<file path="src/rtl/npc_pkg.sv">
// Shared definitions for the NPC core PC sequencing logic.
// Holds the sequencer state encoding, the reset PC and the ecall cause code.
// Imported by the PC sequencer and by the next-PC select mux.
package npc_pkg;

  typedef enum logic [2:0] {
    IDLE   = 3'd0,
    FETCH  = 3'd1,
    EXEC   = 3'd2,
    COMMIT = 3'd3,
    HALT   = 3'd4
  } pc_state_e;

  localparam logic [31:0] RESET_PC      = 32'h8000_0000;
  localparam logic [31:0] CAUSE_ECALL_M = 32'd11;
  localparam logic [31:0] PC_STEP       = 32'd4;

endpackage

</file>
<file path="src/rtl/dnpc_sel.sv">
// Next-PC select: fixed-priority mux over trap, return, jump, branch and sequential sources.
// Purely combinational, zero latency; no handshake.
// Shared by the multicycle sequencer and the single-cycle core build.
module dnpc_sel
  import npc_pkg::*;
(
  input  logic [31:0] pc,
  input  logic        jump_flag,
  input  logic        branch_flag,
  input  logic        is_mret,
  input  logic        is_ecall,
  input  logic [31:0] exu_res,
  input  logic [31:0] branch_pc,
  input  logic [31:0] mtvec,
  input  logic [31:0] mepc,
  output logic [31:0] dnpc
);

  // Priority: ecall > mret > jump > branch > pc+4; targets pass through unmasked
  always_comb begin
    dnpc = pc + PC_STEP;
    if (is_ecall) begin
      dnpc = mtvec;
    end else if (is_mret) begin
      dnpc = mepc;
    end else if (jump_flag) begin
      dnpc = exu_res;
    end else if (branch_flag) begin
      dnpc = branch_pc;
    end
  end

endmodule

</file>
<file path="src/rtl/pc_sequencer.sv">
// Multicycle PC sequencer: owns the PC and steps FETCH -> EXEC -> COMMIT per instruction.
// Minimum 3 cycles per instruction; pc updates on the edge that ends COMMIT.
// Holds in FETCH until fetch_ready, in EXEC until inst_done; ebreak parks it in HALT.
module pc_sequencer #(
  parameter logic [31:0] RESET_PC    = npc_pkg::RESET_PC,
  parameter logic [31:0] ECALL_CAUSE = npc_pkg::CAUSE_ECALL_M
) (
  input  logic        clk,
  input  logic        rst,
  output logic        fetch_valid,
  input  logic        fetch_ready,
  output logic [31:0] pc,
  input  logic        inst_done,
  input  logic        jump_flag,
  input  logic        branch_flag,
  input  logic        is_mret,
  input  logic        is_ecall,
  input  logic        is_ebreak,
  input  logic [31:0] exu_res,
  input  logic [31:0] branch_pc,
  input  logic [31:0] mtvec,
  input  logic [31:0] mepc,
  output logic        commit,
  output logic        trap_we,
  output logic [31:0] trap_mepc,
  output logic [31:0] trap_mcause,
  output logic        halted
);

  import npc_pkg::*;

  pc_state_e   state;
  pc_state_e   state_nxt;
  logic [31:0] pc_q;
  logic [31:0] npc_q;
  logic        trap_q;
  logic [31:0] dnpc;
  logic        exec_done;

  // Completion is only meaningful while waiting in EXEC
  assign exec_done = (state == EXEC) && inst_done;

  dnpc_sel u_dnpc_sel (
    .pc          (pc_q),
    .jump_flag   (jump_flag),
    .branch_flag (branch_flag),
    .is_mret     (is_mret),
    .is_ecall    (is_ecall),
    .exu_res     (exu_res),
    .branch_pc   (branch_pc),
    .mtvec       (mtvec),
    .mepc        (mepc),
    .dnpc        (dnpc)
  );

  // State register; reset aborts any instruction in flight
  always_ff @(posedge clk or posedge rst) begin
    if (rst) begin
      state <= IDLE;
    end else begin
      state <= state_nxt;
    end
  end

  // Next-state logic
  always_comb begin
    state_nxt = state;
    case (state)
      IDLE:    state_nxt = FETCH;
      FETCH:   if (fetch_ready) state_nxt = EXEC;
      EXEC: begin
        if (inst_done) begin
          state_nxt = is_ebreak ? HALT : COMMIT;
        end
      end
      COMMIT:  state_nxt = FETCH;
      HALT:    state_nxt = HALT;
      default: state_nxt = IDLE;
    endcase
  end

  // Capture the chosen next PC and trap flag at completion; PC moves only at end of COMMIT
  always_ff @(posedge clk or posedge rst) begin
    if (rst) begin
      pc_q   <= RESET_PC;
      npc_q  <= '0;
      trap_q <= 1'b0;
    end else begin
      if (exec_done && !is_ebreak) begin
        npc_q  <= dnpc;
        trap_q <= is_ecall;
      end
      if (state == COMMIT) begin
        pc_q <= npc_q;
      end
    end
  end

  // Outputs decoded from state and registered values only; pc_q is still the ecall PC in COMMIT
  always_comb begin
    fetch_valid = (state == FETCH);
    commit      = (state == COMMIT);
    halted      = (state == HALT);
    trap_we     = (state == COMMIT) && trap_q;
    trap_mepc   = trap_we ? pc_q : '0;
    trap_mcause = trap_we ? ECALL_CAUSE : '0;
  end

  assign pc = pc_q;

endmodule

</file>
<file path="config.mk">
export PLATFORM = sky130hd
export DESIGN_NAME = pc_sequencer
export DESIGN_NICKNAME = d
export VERILOG_FILES = /design/src/rtl/npc_pkg.sv /design/src/rtl/dnpc_sel.sv /design/src/rtl/pc_sequencer.sv
export SDC_FILE = /design/constraint.sdc
export NUM_CORES = 1
export LEC_CHECK = 0
export BUFFER_PORTS_ARGS = -buffer_cell sky130_fd_sc_hd__buf_4
export CAP_MARGIN = 20
export CELL_PAD_IN_SITES_DETAIL_PLACEMENT = 0
export CELL_PAD_IN_SITES_GLOBAL_PLACEMENT = 1
export CORE_UTILIZATION = 30
export CTS_CLUSTER_DIAMETER = 60
export DETAILED_ROUTE_END_ITERATION = 6
export PLACE_DENSITY = 0.82
export SLEW_MARGIN = 10
export SYNTH_ARGS = -nofsm -noshare
export SYNTH_HDL_FRONTEND = slang
export SYNTH_SLANG_ARGS = --single-unit
export TNS_END_PERCENT = 5
</file>
<file path="constraint.sdc">
create_clock -name clk -period 2.9 [get_ports clk]
set_input_delay 0.58 -clock clk [delete_from_list [all_inputs] [get_ports clk]]
set_output_delay 0.58 -clock clk [all_outputs]
set_load 0.01 [all_outputs]
</file>
==> impl_metrics.py <==
metrics = {
    "status": {
        "outcome": "finished clean",
    },
    "critical_path": {
        "rr_endpoint": "npc_q[25]",
        "ff2ff_setup_slack_ns": 0.66,
        "crit_chain": "nand2_1, nor2_4, buf_12, and2_1, buf_4",
        "startpoint_type": "flip-flop",
        "reg2reg_from": "pc[7]",
        "worstPathRequired_ns": 2.32,
        "crit_end": "trap_mcause[0]",
        "cp_slowest_cell": "dfrtp_1",
        "critPathMaxStageDelay_ns": 0.44,
        "crit_type": "flip-flop to output port",
        "end_kind": "output port",
        "critPathMaxFanout": 70,
        "critPathLaunch": "state[0]",
        "worstRegToRegCells": 5,
        "worstPathArrival_ns": 1.71,
    },
    "sta": {
        "setup-violations-final": 0,
        "timing.final.crit_period_ns": 2.29,
        "hold_viol": 0,
        "rsz0062_at_grt": "no",
        "worst_slack_ns": 0.607,
        "fin_setup_tns_ns": 0,
        "slew_headroom": 0.483,
        "finClkSkew_ns": 0.00560,
        "fmax_mhz": 436,
        "finalMaxSlewViolations": 0,
        "post-route-period-util": 0.791,
        "worst_pin_slew_ns": 0.775,
    },
    "finish": {
        "seqCellArea_um2": 1700,
        "fillers": 1623,
        "mostFrequentLayoutCells": "223 x buf_4, 67 x dfrtp_1, 56 x nand2_1",
        "antenna_cells": 0,
        "nets": 894,
        "final_common_cell": "buf_4",
        "area_delta_synth_final_pct": 40.2,
        "multi_input_area_um2": 2770,
        "drive_gt1_frac": 0.376,
    },
    "floorplanning": {
        "die_area_um2": 16600,
        "ios": 237,
        "die_w_um": 129,
        "die_h_um": 129,
        "row_count": 46,
        "core_area_um2": 15800,
        "start_util": 0.305,
    },
    "placement": {
        "gp_congestion": 0.872,
        "dp_hpwl_um": 13600,
        "io_buffer_count": 207,
        "dp_slack_ns": 0.663,
    },
    "clock_tree": {
        "clkTransAtPathRegs_ns": 0.06,
        "cts_sinks": 68,
        "root_buffer": "clkbuf_16",
        "cts_resized": 0,
        "cts_max_path_buffers": 2,
        "ctsHoldBuffers": 0,
        "cts_made_buffers": 9,
        "htreeDepth": 3,
        "cts_tree": "done",
        "clkLatencyLatePin_ns": 0.33,
        "post_cts_buffers": 0,
    },
    "power_and_ir_drop": {
        "seq_power_share": 0.385,
        "swShare": 0.380,
        "p_switching_uw": 1940,
        "p_per_area_nw_per_um2": 754,
        "comb_power_share": 0.410,
        "ir_worst_vdd_mv": 0.521,
        "clkPwrFrac": 0.205,
        "p_leak_uw": 0.00317,
        "p_int_uw": 3160,
    },
    "logic_synthesis": {
        "synth_seq_cells": 68,
        "ys_warn_count": 0,
        "avgSynthCellArea_um2": 8.49,
        "synth_area_um2": 4830,
        "synthFlopType": "dfrtp_1",
        "seq_area_frac_synth": 0.352,
        "synth_cells": 569,
        "synth_edf_count": 0,
        "synthDistinctLibCells": 64,
        "async_flop_share": 1.00,
    },
    "global_route": {
        "grt_pass1_wl_um": 27400,
        "grt_max_degree": 71,
        "use_met3": 0.0462,
        "use_met2": 0.372,
        "grtUsageMet1": 0.287,
        "grt-ovfl-total": 0,
        "grt_pass1_vias": 4884,
        "antenna_found_initial": 0,
        "track_usage": 0.221,
        "busiest_layer": "met2",
    },
    "routing": {
        "viasPerCell": 5.15,
        "num_vias": 5030,
        "drt_first_pass_iters": 4,
        "drt-total-wl_um": 18200,
        "drt_iter0_drc": 323,
        "wl_per_cell_um": 18.6,
        "ant_nets": 0,
        "drc": 0,
    },
    "flow_run": {
        "cap_viol_max_count": 0,
    },
    "hold_path": {
        "hp-class": "primary input to asynchronous set/reset pin",
    },
}
==> sequential cells by signal, summed over array words and instances, names as in the netlist <==
name and count:
trap_q 1, state 3, pc 32, npc_q 32
==> per-layer routing <==
| metal | vias to the layer above | part of all wire | wire length [um] |
|---|---|---|---|
| met4 | 0 | 0.015 | 281 |
| li1 | 2417 | - | - |
| met5 | - | 0 | 0 |
| met3 | 18 | 0.060 | 1090 |
| met1 | 2417 | 0.45 | 8100 |
| met2 | 178 | 0.48 | 8680 |
==> cell families after synthesis <==
group           after synthesis  share of synthesized area
compound gates              161                      0.221
flops                        68                      0.352
fa+ha+maj                     1                    0.00259
mux                          32                     0.0735
xor+xnor                     19                     0.0344
simple gates                197                      0.216
other cells                   1                   0.000776
buf+inv                      90                     0.0987
==> power groups by stage <==
stage                     Sequential (uW)  Combinational, uW  Clock, uW
final                                1960               2090       1050
after floorplan                      1860               1240          0
after CTS                            1960               2110       1060
after detailed placement             1970               2100          0
after global routing                 2050               2300       1100
after global placement               1960               2090          0
==> worst max-delay path, delay by kind of cell (launching register included) <==
kind / cells / cell delay (ns)
AND/OR/NAND/NOR: 3 / 0.47
buffers and inverters: 2 / 0.45
flip-flops: 1 / 0.44
==> stage by stage <==
| step | area (um2) | cells | total power (uW) | hold WS [ns] | util |
|---|---|---|---|---|---|
| floorplan | 4940 | 597 | 3100 | 0.444 | - |
| finish | 6770 | 977 | 5110 | 0.394 | 0.428 |
| detailed placement | 6490 | 961 | 4080 | 0.466 | 0.410 |
| global route | 6770 | 977 | 5450 | 0.457 | 0.428 |
| global placement | 6490 | 961 | 4050 | 0.458 | 0.410 |
| CTS | 6770 | 977 | 5140 | 0.421 | 0.428 |
==> worst min path at each step <==
stage / to / slack, ns / cells past startpoint
finish: npc_q[22] / 0.39 / 2
global route: npc_q[22] / 0.46 / 2
CTS: npc_q[22] / 0.42 / 2
detailed placement: npc_q[16] / 0.47 / 2
global placement: npc_q[1] / 0.46 / 2
floorplan: npc_q[0] / 0.44 / 2
==> cell usage after synthesis, types with 4 or more instances <==
cell      number  share of area
nor2_1        28          0.022
a22oi_1        5         0.0078
clkbuf_1      36          0.028
a221oi_1      12          0.022
o22ai_1       10          0.013
nand2b_1       7         0.0091
mux2i_1        4         0.0083
nand4_1        9          0.012
nand2_1       56          0.044
inv_1         11         0.0085
mux2_2        28          0.065
nor4_1         4         0.0052
o311ai_0       5         0.0091
dfrtp_1       67           0.35
o21a_1         4         0.0062
and3_1        39          0.050
a221o_1        4         0.0083
o211ai_1       6         0.0093
xnor2_1       13          0.024
a21oi_1       30          0.031
xor2_1         6          0.011
o31ai_1        8          0.012
nand3_1       14          0.015
buf_4         32          0.050
nor3_1        12          0.012
o21ai_0       41          0.042
a31oi_1        7         0.0091
a211oi_1       7          0.011
and2_1         5         0.0065
==> layout make-up <==
cell class,count,share of cell area
multi-input cells,439,0.409
flip-flops and latches,68,0.251
repair buffers,224,0.250
clock buffers,15,0.0410
well taps,216,0.0399
inverters,14,0.00776
clock inverters,1,0.000739
(Power assumes the default switching activity.)
